File: config.mk
export PLATFORM = sky130hd
export DESIGN_NAME = fifo_sync_pw
export DESIGN_NICKNAME = d
export VERILOG_FILES = /design/src/rtl/fifo_pkg.sv /design/src/rtl/fifo_reg_ram.sv /design/src/rtl/fifo_sync_pw.sv
export SDC_FILE = /design/constraint.sdc
export NUM_CORES = 1
export LEC_CHECK = 0
export ABC_AREA = 1
export CELL_PAD_IN_SITES_DETAIL_PLACEMENT = 1
export CELL_PAD_IN_SITES_GLOBAL_PLACEMENT = 1
export CORE_UTILIZATION = 42
export DETAILED_ROUTE_END_ITERATION = 10
export PLACE_DENSITY_LB_ADDON = 0.2
export SYNTH_ARGS = -nofsm -noshare
export SYNTH_HDL_FRONTEND = slang
export SYNTH_SLANG_ARGS = --single-unit
File: constraint.sdc
create_clock -name CLK -period 2.7 [get_ports CLK]
set_clock_uncertainty 0.05 [all_clocks]
set_input_delay 0.405 -clock CLK [delete_from_list [all_inputs] [get_ports CLK]]
set_output_delay 0.405 -clock CLK [all_outputs]
set_load 0.01 [all_outputs]
File: src/rtl/fifo_pkg.sv
// Shared helpers for the show-ahead FIFO: pointer sizing and level/threshold compares.
package fifo_pkg;

    function automatic int unsigned ptr_width(input int unsigned addr_width);
        return addr_width + 1;
    endfunction

    function automatic int unsigned fifo_depth(input int unsigned addr_width);
        return 32'd1 << addr_width;
    endfunction

    function automatic logic level_ge(input int unsigned level, input int unsigned thresh);
        return level >= thresh;
    endfunction

    function automatic logic level_le(input int unsigned level, input int unsigned thresh);
        return level <= thresh;
    endfunction

endpackage

File: src/rtl/fifo_reg_ram.sv
// DEPTH x DATA_WIDTH register array: one synchronous write port, one asynchronous read port.
module fifo_reg_ram
    import fifo_pkg::*;
#(
    parameter int unsigned DATA_WIDTH = 21,
    parameter int unsigned ADDR_WIDTH = 3
) (
    input  logic                  CLK,
    input  logic                  WE,
    input  logic [ADDR_WIDTH-1:0] WADDR,
    input  logic [DATA_WIDTH-1:0] WDATA,
    input  logic [ADDR_WIDTH-1:0] RADDR,
    output logic [DATA_WIDTH-1:0] RDATA
);

    localparam int unsigned DEPTH = fifo_depth(ADDR_WIDTH);

    // Storage is deliberately not reset; validity is tracked by the pointers.
    logic [DATA_WIDTH-1:0] mem_q [DEPTH];

    always_ff @(posedge CLK) begin
        if (WE) begin
            mem_q[WADDR] <= WDATA;
        end
    end

    assign RDATA = mem_q[RADDR];

endmodule

File: src/rtl/fifo_sync_pw.sv
// Single-clock show-ahead FIFO with fill level, almost-full/empty and synchronous flush.
// Optional sticky OVF/UDF error flags with ERR_CLR are built when FIFO_ERRFLAG_EN is defined.
module fifo_sync_pw
    import fifo_pkg::*;
#(
    parameter int unsigned DATA_WIDTH = 21,
    parameter int unsigned ADDR_WIDTH = 3,
    parameter int unsigned AF_MARGIN  = 1,
    parameter int unsigned AE_MARGIN  = 1
) (
    input  logic                  CLK,
    input  logic                  RST_N,
    input  logic                  CLR,
    input  logic                  WREN,
    input  logic [DATA_WIDTH-1:0] WDATA,
    output logic                  FULL,
    output logic                  AFULL,
    input  logic                  RDEN,
    output logic [DATA_WIDTH-1:0] RDATA,
    output logic                  EMPTY,
    output logic                  AEMPTY,
    output logic [ADDR_WIDTH:0]   LEVEL,
    output logic                  OVF,
    output logic                  UDF,
    input  logic                  ERR_CLR
);

    localparam int unsigned PTR_W     = ptr_width(ADDR_WIDTH);
    localparam int unsigned DEPTH     = fifo_depth(ADDR_WIDTH);
    localparam int unsigned AF_THRESH = DEPTH - AF_MARGIN;

    logic [PTR_W-1:0] wptr_q, wptr_d;
    logic [PTR_W-1:0] rptr_q, rptr_d;
    logic             empty, full;
    logic [PTR_W-1:0] level;
    logic             wr_acc, rd_acc;

    // Flags are pure decodes of the pointers, so they follow the registers with no extra lag.
    assign empty = (wptr_q == rptr_q);
    assign full  = (wptr_q[ADDR_WIDTH] != rptr_q[ADDR_WIDTH]) &&
                   (wptr_q[ADDR_WIDTH-1:0] == rptr_q[ADDR_WIDTH-1:0]);
    assign level = wptr_q - rptr_q;

    // A write into a full FIFO is still taken when a pop frees the head slot this cycle.
    assign wr_acc = WREN & (~full | RDEN) & ~CLR;
    assign rd_acc = RDEN & ~empty & ~CLR;

    always_comb begin
        wptr_d = wptr_q;
        rptr_d = rptr_q;
        if (CLR) begin
            wptr_d = '0;
            rptr_d = '0;
        end else begin
            if (wr_acc) wptr_d = wptr_q + 1'b1;
            if (rd_acc) rptr_d = rptr_q + 1'b1;
        end
    end

    always_ff @(posedge CLK or negedge RST_N) begin
        if (!RST_N) begin
            wptr_q <= '0;
            rptr_q <= '0;
        end else begin
            wptr_q <= wptr_d;
            rptr_q <= rptr_d;
        end
    end

    fifo_reg_ram #(
        .DATA_WIDTH(DATA_WIDTH),
        .ADDR_WIDTH(ADDR_WIDTH)
    ) u_ram (
        .CLK  (CLK),
        .WE   (wr_acc),
        .WADDR(wptr_q[ADDR_WIDTH-1:0]),
        .WDATA(WDATA),
        .RADDR(rptr_q[ADDR_WIDTH-1:0]),
        .RDATA(RDATA)
    );

    assign EMPTY  = empty;
    assign FULL   = full;
    assign LEVEL  = level;
    assign AFULL  = level_ge(32'(level), AF_THRESH);
    assign AEMPTY = level_le(32'(level), AE_MARGIN);

`ifdef FIFO_ERRFLAG_EN
    logic ovf_q, ovf_d;
    logic udf_q, udf_d;
    logic ovf_set, udf_set;

    // A flush cycle neither raises nor clears the error flags.
    assign ovf_set = ~CLR & WREN & full & ~RDEN;
    assign udf_set = ~CLR & RDEN & empty;

    // A fresh error wins over a simultaneous ERR_CLR.
    always_comb begin
        ovf_d = ovf_set | (ovf_q & ~ERR_CLR);
        udf_d = udf_set | (udf_q & ~ERR_CLR);
    end

    always_ff @(posedge CLK or negedge RST_N) begin
        if (!RST_N) begin
            ovf_q <= 1'b0;
            udf_q <= 1'b0;
        end else begin
            ovf_q <= ovf_d;
            udf_q <= udf_d;
        end
    end

    assign OVF = ovf_q;
    assign UDF = udf_q;
`else
    logic unused_err_clr;
    assign unused_err_clr = ERR_CLR;
    assign OVF = 1'b0;
    assign UDF = 1'b0;
`endif

endmodule

==> metrics.txt <==
R2R Path Start=rptr_q[2]; Multi-input gate area=0.00181 sq mm; Inst Count DP=890; Power Density=736 mW/mm^2; number of flops mapped to enable cells by yosys=168; total number of vias=5108; Hold Path Class=in -> async; Post-Syn Instances=626; leak pwr=3.37 nW; routed length on met1=8720 um; CP endpoint kind=output pin; top routing layer in use=met4; Synth Area per Inst=11.7 sq um; Cell variety after synth=25; status=finished clean; delay-heaviest family, CP=adder cells; Slew Viols, Final=0; gpl congestion=0.755; first-pass GRT wire length=31200 um; PortBufs=54; Iter 0 DRT Violations=349; Fillers=1762; slowest stage cell on the critical path=fa_2; CTS tree=built; Reg2Reg Setup Slack=0.29 ns; CTS Sinks=176; worst skew pair latency=0.42 ns; largest net degree at the start of global routing=49; core area=0.0168 sq mm; Tcrit/Tclk final=97.3%; CTS clk-pin slew, worst paths=0.07 ns; clk root buf=clkbuf_16; Top Ports=58; endpoints failing setup=0; clk buf depth=2; Max VDD drop=0.427 mV; Worst R2R Path Depth=8; max-cap viol count=0; Die Width=134 um; #FFs+latches synth=176; Final Hold Viols=0; die height=134 um; Worst R2R End=u_ram.mem_q[2][12]; vias per cell=5.44; Main synth FF type=edfxtp_1; ANT nets after route=0; Placement Cell Area=0.00815 sq mm; Critical Path Max Stage Delay=0.52 ns; sequential cell area fraction in the yosys report=71.5%; Synth area leaders=edfxtp_1, nor2_1, o21ai_0, nand2_1, o21ai_1; final instance area=0.00906 sq mm; final wirelength=20400 um; sequential standard cell area=0.00525 sq mm; DR WL met3=724 um; top-area cell type share of the netlist area=68.7%; hpwl dp=10300 um; H-tree levels=4; share of layout cells above drive strength 1=12.8%; hold_buf cts=0; Congestion Overflow GR=0; final cell count without fillers=939; DRC=0; Layout area overhead=23.4%; wire length per cell=21.7 um; routed length on met2=10500 um; critical path required time=2.25 ns; yosys warns=0; Synth Cell Area=0.00734 sq mm; CP Cell Sequence=inv_1 > ha_1 > fa_2 > inv_1 > nand3_1 > nand3_1 > dlygate4sd2_1; die area=0.0180 sq mm; layout net count=739; worst path arrival time=2.17 ns; Yosys top cell by area=edfxtp_1; Inserted Diodes=0; f_max=381 MHz; CP bufs+invs=3; critical path launch point type=register; Synth async-reset ratio=4.55%; initial core utilization=43.6%; TritonCTS Buffers=17; Rows=47; worst setup path class=reg -> out; GRT Util Overall=23.9%; min Tclk post-route=2.63 ns; vias in the first global route=5485; initial antenna violation count=0; Crit Path Max Fanout=3; drt pass-1 iters=5
-- flip-flops by register name, summed over array words and instances, names as in the netlist --
signal       flops
wptr_q           4
u_ram.mem_q    168
rptr_q           4
-- per-layer routing --
| layer | track usage (%) | up-vias |
|---|---|---|
| met5 | 0 | - |
| met4 | 7.49 | 0 |
| met1 | 29.2 | 2619 |
| met2 | 42.5 | 104 |
| li1 | - | 2353 |
| met3 | 4.54 | 32 |
-- report_power, final --
part | internal [mW] | switching [mW] | leakage, nW
combinational | 0.547 | 0.717 | 1.48
clock | 1.28 | 1.07 | 0.266
sequential | 3.03 | 0.0167 | 1.62
-- stage by stage --
stage	hold WS, ns	power [mW]	TNS, ns	worst slack [ns]	util [%]
final	0.230	6.67	0	0.0738	53.8
after detailed placement	0.544	4.14	0	0.122	48.5
after floorplan	0.0594	3.71	-38.45	-0.231	-
after global routing	0.241	6.92	-0.00542	-0.00542	53.8
after global placement	0.520	4.10	0	0.155	48.5
after CTS	0.222	6.66	0	0.0219	53.4
-- worst reg2reg max path, cell delays in order (launching register included) --
cell     delay (ns)
dfrtp_1        0.38
inv_1          0.10
ha_2           0.32
nand2_1        0.12
nor2_2         0.05
nand3_1        0.20
nand4_1        0.30
nor2_2         0.20
buf_4          0.34
-- worst max path at each step --
stage / startpoint / to / cells past startpoint
after CTS: rptr_q[0] / RDATA[3] / 9
after global placement: rptr_q[0] / RDATA[12] / 9
after floorplan: rptr_q[1] / u_ram.mem_q[2][0] / 9
after detailed placement: rptr_q[0] / RDATA[12] / 9
after global routing: wptr_q[0] / AFULL / 7
final: wptr_q[0] / AFULL / 7
-- cell type report --
cell class / count / share of cell area [%]
sequential: 176 / 57.9
multi-input combinational: 397 / 20.0
timing repair buffer: 99 / 12.0
clock buffer: 18 / 4.74
tap: 220 / 3.04
clock inverter: 14 / 1.48
inverter: 15 / 0.760
-- cells in the final DEF (no fill, tap or decap), types with 3 or more instances in the layout --
| cell type | count |
|---|---|
| o21ai_0 | 74 |
| clkinvlp_4 | 3 |
| clkdlybuf4s50_1 | 28 |
| nand3_1 | 20 |
| nor2_1 | 127 |
| nand4_1 | 6 |
| ha_1 | 4 |
| inv_1 | 13 |
| buf_16 | 6 |
| edfxtp_1 | 168 |
| dlymetal6s2s_1 | 3 |
| buf_4 | 30 |
| clkbuf_16 | 18 |
| dfrtp_1 | 6 |
| nor2_2 | 9 |
| nand2_1 | 93 |
| dlygate4sd2_1 | 22 |
| o21ai_1 | 52 |
| clkinv_4 | 5 |
-- Yosys cell counts, drive strengths merged (5+ instances only) --
cell,number
nor2,136
clkbuf,14
ha,5
dfrtp,8
nand4,6
nand3,20
buf,25
edfxtp,168
o21ai,126
nand2,93
inv,14
-- repair_timing --
action	in CTS	in global routing
setup endpoints to repair	25	9
gates cloned	7	1
buffers inserted	6	3
hold endpoints to repair	0	0
pin swaps	1	0
gates resized for setup	45	14
-- kinds of logic after synthesis --
logic type | synth area share (%)
buf+inv | 4.42
simple gates | 13.9
fa+ha+maj | 1.13
xor+xnor | 0.358
compound gates | 8.66
flops | 71.5
other cells | 0.0511
Note: power is estimated with default switching activity, not from simulation.
